==> src/rtl/alu_sequencer.sv <==
// alu_sequencer: issues register-file instructions to an external 16-bit ALU and returns results over valid/ready
module alu_sequencer #(
    parameter int DATA_W      = 16,
    parameter int EXEC_CYCLES = 1
) (
    input  logic              clk,
    input  logic              rst_n,
    input  logic              instr_valid,
    output logic              instr_ready,
    input  logic [15:0]       instr_data,
    output logic [2:0]        alu_op,
    output logic [DATA_W-1:0] alu_in0,
    output logic [DATA_W-1:0] alu_in1,
    input  logic [DATA_W-1:0] alu_out,
    output logic              rsp_valid,
    input  logic              rsp_ready,
    output logic [DATA_W-1:0] rsp_data,
    output logic [2:0]        rsp_rd,
    output logic              rsp_zero,
    output logic              busy
);
    localparam int CW = EXEC_CYCLES > 1 ? $clog2(EXEC_CYCLES) : 1;
    typedef enum logic [1:0] {IDLE, EXEC, RESP} state_t;
    state_t            state;
    logic [DATA_W-1:0] rf [8];
    logic [2:0]        rd;
    logic [CW-1:0]     cnt;
    logic              ldi;
    assign ldi         = instr_data[15];
    assign instr_ready = state == IDLE;
    assign busy        = state != IDLE;
    // sequencer FSM: accept and issue operands, wait out the ALU, write back and hold the response
    always_ff @(posedge clk or negedge rst_n)
        if (!rst_n) begin
            state     <= IDLE;
            alu_op    <= '0;
            alu_in0   <= '0;
            alu_in1   <= '0;
            rd        <= '0;
            cnt       <= '0;
            rsp_valid <= 1'b0;
            rsp_data  <= '0;
            rsp_rd    <= '0;
            rsp_zero  <= 1'b0;
            for (int i = 0; i < 8; i++) rf[i] <= '0;
        end else
            case (state)
                IDLE: if (instr_valid) begin
                    alu_op  <= ldi ? 3'd0 : instr_data[14:12];
                    alu_in0 <= ldi ? DATA_W'(instr_data[11:0]) : rf[instr_data[8:6]];
                    alu_in1 <= ldi ? '0 : rf[instr_data[5:3]];
                    rd      <= ldi ? instr_data[14:12] : instr_data[11:9];
                    cnt     <= CW'(EXEC_CYCLES - 1);
                    state   <= EXEC;
                end
                EXEC: if (cnt == '0) begin
                    rf[rd]    <= alu_out;
                    rsp_data  <= alu_out;
                    rsp_rd    <= rd;
                    rsp_zero  <= alu_out == '0;
                    rsp_valid <= 1'b1;
                    state     <= RESP;
                end else
                    cnt <= cnt - 1'b1;
                RESP: if (rsp_ready) begin
                    rsp_valid <= 1'b0;
                    state     <= IDLE;
                end
                default: state <= IDLE;
            endcase
endmodule

==> config.mk <==
export PLATFORM = sky130hd
export DESIGN_NAME = alu_sequencer
export DESIGN_NICKNAME = d
export VERILOG_FILES = /design/src/rtl/alu_sequencer.sv
export SDC_FILE = /design/constraint.sdc
export NUM_CORES = 1
export LEC_CHECK = 0
export ABC_AREA = 1
export BUFFER_PORTS_ARGS = -buffer_cell sky130_fd_sc_hd__buf_2
export CORE_MARGIN = 10
export CORE_UTILIZATION = 45
export DETAILED_ROUTE_END_ITERATION = 8
export PLACE_DENSITY_LB_ADDON = 0.1
export SYNTH_ARGS = -nofsm -noshare
export SYNTH_HDL_FRONTEND = slang
export SYNTH_SLANG_ARGS = --single-unit
==> constraint.sdc <==
create_clock -name clk -period 1.75 [get_ports clk]
set_input_delay 0.0875 -clock clk [delete_from_list [all_inputs] [get_ports clk]]
set_output_delay 0.0875 -clock clk [all_outputs]
set_load 0.005 [all_outputs]
==> metrics.txt, run 1 <==
worst-case clock skew=0.01156 ns; clk slew on worst S/H paths=0.07 ns; H-tree depth=4; Initial Util=45.39%; Crit Path Category=reg -> reg; Worst Max-Slew Pin Slew=0.5054 ns; critical path fanouts, max=20; Synth-to-Final Area Change=20.18%; Flop pwr share=44.0%; Final ANT Viol Nets=0; part of the power in combinational logic=34.1%; initial DRC count=977; sw frac=37.57%; Worst setup startpoint=state[1]$_DFFE_PN0P_; commonest non-fill, non-tap cell in the layout=nand2_1; die area=27280 µm²; routed vias/inst=5.451; DPL Wire Length=21990 µm; row count=53; R2R depth=8; clock sinks=189; WL final=32300 µm; crit path time final=1.608 ns; CTS tree=done; Final Non-Filler Cells=1646; Mean Syn Cell Area=7.604 µm²; Max VDD drop=0.7262 mV; setup TNS=0 ns; final-stage net count=1395; drt drc=0; Area contributors post-synth=dfrtp_1, nand2_1, nand3_1; Syn Nets=1283; Clock Path Buffers=2; cell-internal power=0.01117 W; startpoint types=register; Netlist cell types=25; reg2reg setup slack=0.14 ns; status=complete, no violations; Pre-antenna DRT Iters=6; worst r2r src=state[1]$_DFFE_PN0P_; critical path data arrival time=1.92 ns; Port Buffer Count=93; Hold Fails Final Rpt=0; placed instance area=10560 µm²; Yosys warning count=0; Slew Limit Fails=0; Pwr Density=1569 nW/µm²; Psw=0.006719 W; share of cells above drive strength 1=14.59%; kind of end point of the critical path=register; first-pass GRT wire length=50000 µm; core area=20890 µm²; CTS Buf Count=17; period utilization=91.86%; Lkg Pwr=5.815 nW; Total Routing Usage GR=24.01%; initial antenna violation count=0; Gate Count Post-Synth=1247; Worst Hold Class=in -> reg; placed insts=1590; Achievable Freq=622.1 MHz; FILL cells=2026; n_diodes=0; # IOs=94; vias in the first global route=8565; finished layout cell area=11390 µm²; commonest cells after routing, fill and taps aside=nand2_1, dfrtp_1, inv_1; Worst Setup EP=rf[52]$_DFFE_PN0P_; CP required=2.06 ns; final setup fails=0; leading area contributor after synthesis=dfrtp_1; Root Driver=clkbuf_16; Max-Cap Viols=0; R2R Path End=rf[52]$_DFFE_PN0P_; Die Width=165.2 µm; Avg WL per Cell=19.62 µm; largest net degree at the start of global routing=53; worst slew margin relative to its limit=66.31%; sequential area share after synthesis=49.88%; GRT overflow=0; hold slack=0.01541 ns; final worst slack=0.1424 ns; Clk pwr share=21.9%; routed vias=8972; die height=165.2 µm; clk_lat worst skew=0.44 ns; worst slack, placed=0.1219 ns; RePlAce Congestion=0.8524; postcts setup bufs=0; flops & latches, synth=189; Synth Cell Area=9482 µm²; top cell type's share of synthesized area=49.88%
cells in the mapped netlist:
master and count:
nor4_1 1, buf_1 2, nand4_1 4, o21ai_1 50, nor2_4 2, nor3_1 1, inv_1 133, nor3_2 2
or2_2 9, a31oi_1 2, nor2_2 3, clkbuf_1 44, o21ai_0 118, a21oi_1 28, buf_4 2, nand2_1 413
nand3_1 125, inv_2 3, dfrtp_1 189, a22o_1 2, buf_6 1, clkinv_1 1, nor2_1 16, buf_2 33
o211ai_1 63
registers in the layout, summed over array words and instances (netlist names):
register / count
rsp_zero: 1
rsp_data: 16
rf: 128
alu_in0: 16
rsp_rd: 3
alu_in1: 16
rd: 3
rsp_valid: 1
alu_op: 3
state: 2
final cells by class:
| class | instances | area (µm²) | share of cell area [%] |
|---|---|---|---|
| tap | 275 | 344.1 | 3.020 |
| clock buffer | 22 | 474.2 | 4.162 |
| clock inverter | 9 | 111.4 | 0.9773 |
| inverter | 137 | 514.2 | 4.513 |
| multi-input combinational | 839 | 3891 | 34.15 |
| timing repair buffer | 175 | 1330 | 11.67 |
| sequential | 189 | 4730 | 41.51 |
how the worst min path moves through the flow:
stage                              from                      to  slack (ns)  cells after the start
final                     instr_data[0]  alu_in0[0]$_DFFE_PN0P_        0.02                      5
after global routing      instr_data[0]  alu_in0[0]$_DFFE_PN0P_        0.06                      5
after CTS                 instr_data[0]  alu_in0[0]$_DFFE_PN0P_       0.007                      5
after detailed placement          rst_n       rf[2]$_DFFE_PN0P_        0.10                      1
after global placement            rst_n       rf[2]$_DFFE_PN0P_        0.10                      1
after floorplan                   rst_n  alu_in0[0]$_DFFE_PN0P_       -0.21                      0
layer usage:
layer	wire length [µm]	GRT usage [%]	vias to the layer above
met1	14300	34.83	4220
li1	-	-	4266
met4	739	7.166	0
met2	14010	35.51	436
met5	0	0	-
met3	3247	4.685	50
per-stage QoR:
step / total power, W / utilization [%]
5_1_grt: 0.01935 / 54.55
4_1_cts: 0.01793 / 54.54
3_5_place_dp: 0.01395 / 50.54
3_3_place_gp: 0.01378 / 50.54
2_1_floorplan: 0.01148 / -
6_report: 0.01788 / 54.55
power groups by stage:
stage	clock (W)	sequential [W]	combinational, W
3_3_place_gp	0	0.00786	0.00592
3_5_place_dp	0	0.00789	0.00606
2_1_floorplan	0	0.00763	0.00386
4_1_cts	0.00395	0.00784	0.00614
5_1_grt	0.00416	0.00814	0.00705
6_report	0.00392	0.00787	0.00609
cells by family after synthesis:
kind of cell	share of synthesized area (%)
and+or+nand+nor	25.20
DFF	49.88
buffers and inverters	9.264
AOI/OAI and AO/OA	15.65
critical path, cell delays in order (launching register included):
cell and delay, ns:
dfrtp_1 0.39, buf_4 0.16, nor2_4 0.21, inv_2 0.08, nor2_4 0.11, nand3_1 0.11
buf_4 0.26, nand2_1 0.09, o21ai_1 0.06
timing repair:
item | CTS | global route
gates resized for setup | 0 | 1
setup endpoints to repair | 0 | 5
hold endpoints to repair | 89 | 0
hold buffers | 25 | 0
No activity file was read; power rests on OpenSTA's default activity.
==> run 2: changes to the inputs <==
- CELL_PAD_IN_SITES_DETAIL_PLACEMENT: not set -> 0
- CELL_PAD_IN_SITES_GLOBAL_PLACEMENT: not set -> 1
- CORE_UTILIZATION: 45 -> 44
- CTS_CLUSTER_SIZE: not set -> 28
- SLEW_MARGIN: not set -> 15
==> run 2 against run 1 <==
  * Die area grew 2.0%
  * Largest power group unchanged
  * Via count down 1.2%
  * Sequential power rose by 0.6%
  * Final cell count rose by 0.30%
  * Critical path depth down 3
  * Clock power increased by 4%
  * Fmax decreased by 0.55%
  * Sequential share of layout area rose by 0.055 points
==> metrics.txt, run 2 (same netlist as run 1, synthesis figures left out) <==
status=complete, no violations; commonest cells after routing, fill and taps aside=nand2_1, dfrtp_1, inv_1; commonest non-fill, non-tap cell in the layout=nand2_1; reg2reg setup slack=0.13 ns; final-stage net count=1399; Worst setup startpoint=state[1]$_DFFE_PN0P_; max reg flops=128; Final ANT Viol Nets=0; Initial Util=44.96%; Die Width=166.8 µm; CP cell instances=nor2_4 -> nand2_1 -> nor3_4 -> buf_4 -> o21ai_0; Achievable Freq=618.6 MHz; kind of end point of the critical path=register; clock sinks=189; slowest stage cell, crit path=dfrtp_1; initial DRC count=883; n_diodes=0; worst slack, placed=0.1775 ns; DPL Wire Length=22150 µm; Port Buffer Count=93; worst r2r src=state[1]$_DFFE_PN0P_; Top reg by flops=rf; RePlAce Congestion=0.8939; Crit Path Category=reg -> reg; initial antenna violation count=0; Synth-to-Final Area Change=20.02%; crit path time final=1.616 ns; family with the most delay on the worst path=simple AND/OR/NAND/NOR gates; Worst Hold Class=in -> reg; critical path fanouts, max=20; FILL cells=2086; period utilization=92.37%; Total Routing Usage GR=23.06%; routed vias/inst=5.368; die area=27820 µm²; worst slew margin relative to its limit=66.12%; Pre-antenna DRT Iters=5; finished layout cell area=11380 µm²; routed vias=8863; Lkg Pwr=5.820 nW; CP peak stage delay=0.44 ns; Clock Path Buffers=2; Hold Fails Final Rpt=0; vias in the first global route=8763; CP Buf/Inv Count=1; min-delay src=instr_data[15]; final setup fails=0; drt drc=0; first-pass GRT wire length=50980 µm; share of cells above drive strength 1=14.75%; startpoint types=register; largest net degree at the start of global routing=79; worst-case clock skew=0.009298 ns; PostCTS Resize Cnt=0; Pwr Density=1579 nW/µm²; CTS tree=done; Worst Max-Slew Pin Slew=0.5082 ns; Max VDD drop=0.6884 mV; clk_lat worst skew=0.44 ns; Final Non-Filler Cells=1651; clk slew on worst S/H paths=0.08 ns; CTS Buf Count=17; H-tree depth=4; Avg WL per Cell=19.65 µm; setup TNS=0 ns; cts hold-fix bufs=27; die height=166.8 µm; Slew Limit Fails=0; placed insts=1592; WL final=32440 µm; hold slack=0.04921 ns; row count=53; Root Driver=clkbuf_16; CP required=2.07 ns; GRT overflow=0; core area=21090 µm²; Max-Cap Viols=0; final worst slack=0.1335 ns; placed instance area=10520 µm²; # IOs=94; critical path data arrival time=1.93 ns; postcts setup bufs=0; RSZ-0062 raised after global routing=false
-- run 2: final timing paths --
kind | end | cells past startpoint
worst max-delay path | rf[41]$_DFFE_PN0P_ | 5
min in group asynchronous | rsp_data[3]$_DFFE_PN0P_ | 2
max in group asynchronous | rf[89]$_DFFE_PN0P_ | 3
worst max register to register | rf[41]$_DFFE_PN0P_ | 5
worst min-delay path | rd[2]$_DFFE_PN0P_ | 3
worst min register to register | rsp_zero$_DFFE_PN0P_ | 2
-- run 2: area by class of cell --
type	instances	area (µm²)	area share, %
clock buffers	18	429.2	3.771
clock inverters	14	158.9	1.396
inverters	137	514.2	4.519
multi-input cells	839	3889	34.17
flip-flops and latches	189	4730	41.56
well taps	275	344.1	3.024
repair buffers	179	1315	11.56
-- run 2: power by group --
part           switching (W)  internal (W)
clock network        0.00191       0.00214
logic                0.00357       0.00241
registers            0.00142       0.00650
-- run 2: routing by layer --
metal | global-route usage (%) | wire length, µm | up-vias
met5 | 0 | 0 | -
met1 | 28.97 | 13940 | 4242
met4 | 8.667 | 1022 | 0
met3 | 3.460 | 1491 | 55
li1 | - | - | 4264
met2 | 39.24 | 15990 | 302
-- run 2: metrics by stage --
step                power [W]  utilization, %
floorplan             0.01148               -
global placement      0.01378           49.89
detailed placement    0.01394           49.89
CTS                   0.01804           53.96
global route          0.01935           53.96
finish                0.01796           53.96
-- run 2: worst reg2reg max path, stage by stage, from the launching register on --
cell and delay (ns):
dfrtp_1 0.44, nor2_4 0.26, nand2_1 0.22, nor3_4 0.18, buf_4 0.27, o21ai_0 0.12
==> run 3: changes to the inputs <==
- GPL_TIMING_DRIVEN: not set -> 0
- HOLD_SLACK_MARGIN: not set -> 0.06
==> run 3 against run 2 <==
  * First-iteration DRC count is 8.4% higher
  * Global-route usage is 2.7 points higher
  * Non-clock buffer count increased by 19
  * Clock skew increased by 0.0064 ns
  * Final cell count grew 1.2%
  * Count of clock-buffer cells in the layout is 1 lower
  * Sequential share of layout area increased by 0.15 points
  * Utilization decreased by 0.18 points
  * Via count up 4.5%
  * Combinational power rose by 3%
  * Critical endpoint is now rf[91]$_DFFE_PN0P_
  * Highest routed layer unchanged
==> metrics.txt, run 3 (same netlist as run 1, synthesis figures left out) <==
critical path fanouts, max=10; final setup fails=0; Pre-antenna DRT Iters=7; Total Routing Usage GR=25.74%; initial antenna violation count=0; CP peak stage delay=0.44 ns; Final Total Pwr=0.01831 W; routed vias/inst=5.547; Worst Max-Slew Pin Slew=0.7515 ns; Port Buffer Count=86; clk slew on worst S/H paths=0.08 ns; # IOs=94; die height=166.8 µm; period utilization=97.55%; slowest stage cell, crit path=dfrtp_1; RePlAce Congestion=0.9506; routed vias=9264; n_diodes=0; final worst slack=0.04294 ns; largest net degree at the start of global routing=86; core area=21090 µm²; RSZ-0062 raised after global routing=true; R2R Path End=rf[91]$_DFFE_PN0P_; DPL Wire Length=26790 µm; share of cells above drive strength 1=14.48%; CP required=2.07 ns; worst r2r src=state[1]$_DFFE_PN0P_; Worst setup startpoint=state[1]$_DFFE_PN0P_; clock sinks=189; clk_lat worst skew=0.45 ns; Synth-to-Final Area Change=19.61%; worst slack, placed=-0.1360 ns; Max VDD drop=0.6959 mV; status=complete, no violations; worst slew margin relative to its limit=49.90%; final-stage net count=1418; initial DRC count=957; die area=27820 µm²; crit path time final=1.707 ns; Crit Path Category=reg -> reg; worst-case clock skew=0.01568 ns; row count=53; Achievable Freq=585.8 MHz; critical path data arrival time=2.03 ns; Die Width=166.8 µm; commonest cells after routing, fill and taps aside=nand2_1, dfrtp_1, inv_1; Lkg Pwr=5.778 nW; reg2reg setup slack=0.04 ns; Worst Hold Class=in -> async; Hold Fails Final Rpt=0; Avg WL per Cell=21.19 µm; H-tree depth=4; Max-Cap Viols=0; drt drc=0; Top reg by flops=rf; Initial Util=44.96%; cell mode on critical path=nor2_4; startpoint types=register; CTS Buf Count=17; CTS tree=done; first-pass GRT wire length=55420 µm; Worst Setup EP=rf[91]$_DFFE_PN0P_; kind of end point of the critical path=register; vias in the first global route=9346; CP cell instances=nor2_4 -> inv_2 -> nor2_4 -> nand3_2 -> buf_4 -> nand2_1 -> o21ai_1; GRT overflow=0; Pwr Density=1614 nW/µm²; WL final=35390 µm; Final ANT Viol Nets=0; max reg flops=128; commonest non-fill, non-tap cell in the layout=nand2_1; Slew Limit Fails=0; Root Driver=clkbuf_16; R2R depth=7; Clock Path Buffers=2
## run 3: cell type report
type / instances / area [µm²]
buffer: 82 / 425.4
clock buffer: 17 / 425.4
clock inverter: 15 / 219.0
fill: 2114 / 9747
inverter: 137 / 514.2
multi-input combinational: 839 / 3909
sequential: 189 / 4731
tap: 275 / 344.1
timing repair buffer: 116 / 773.2
## run 3: worst min path at each step
stage	depth (start not counted)	start	end	slack [ns]
3_5_place_dp	1	rst_n	rf[2]$_DFFE_PN0P_	-0.04
2_1_floorplan	0	rst_n	alu_in0[0]$_DFFE_PN0P_	-0.21
4_1_cts	2	rst_n	rf[2]$_DFFE_PN0P_	0.08
6_report	2	rst_n	rf[2]$_DFFE_PN0P_	0.07
5_1_grt	2	rst_n	rf[98]$_DFFE_PN0P_	0.1
3_3_place_gp	2	rsp_ready	state[1]$_DFFE_PN0P_	0.29
## run 3: power breakdown
group | switching, W | total, W | internal, W
combinational | 0.00381 | 0.00618 | 0.00237
clock | 0.00204 | 0.00426 | 0.00221
sequential | 0.00137 | 0.00787 | 0.00650
total | 0.00722 | 0.0183 | 0.0111
## run 3: timing repair
item / 4_1_cts / 5_1_grt
setup endpoints to repair: 113 / 127
hold buffers: 27 / 0
cloned: 0 / 0
endpoints found under the hold margin: 152 / 0
pin swaps: 1 / 1
setup buffers: 0 / 1
resized for setup: 19 / 54
## run 3: per-stage QoR
stage / util (%) / setup TNS [ns] / cell area [µm²] / hold WS (ns) / cells
6_report: 53.78 / 0 / 11340 / 0.07051 / 1670
5_1_grt: 53.78 / -0.6749 / 11340 / 0.09613 / 1670
4_1_cts: 53.47 / 0 / 11280 / 0.07861 / 1669
3_5_place_dp: 48.94 / -4.554 / 10320 / -0.04336 / 1610
3_3_place_gp: 48.64 / -500.56 / 10260 / 0.2924 / 1608
2_1_floorplan: - / 0 / 9482 / -0.2081 / 1247
## run 3: per-layer routing
layer	GRT usage, %	part of all wire (%)	routed length (µm)	vias to the layer above
met2	42.59	48	17080	334
met4	11.03	4.1	1459	0
li1	-	-	-	4317
met1	32.72	42	14750	4536
met3	4.001	5.9	2100	77
met5	0	0	0	-
## run 3: critical path: cells and delay by family (launching register included)
kind | cells | cell delay [ns]
and+or+nand+nor | 4 | 0.74
DFF | 1 | 0.44
buffers and inverters | 2 | 0.33
AOI/OAI and AO/OA | 1 | 0.05
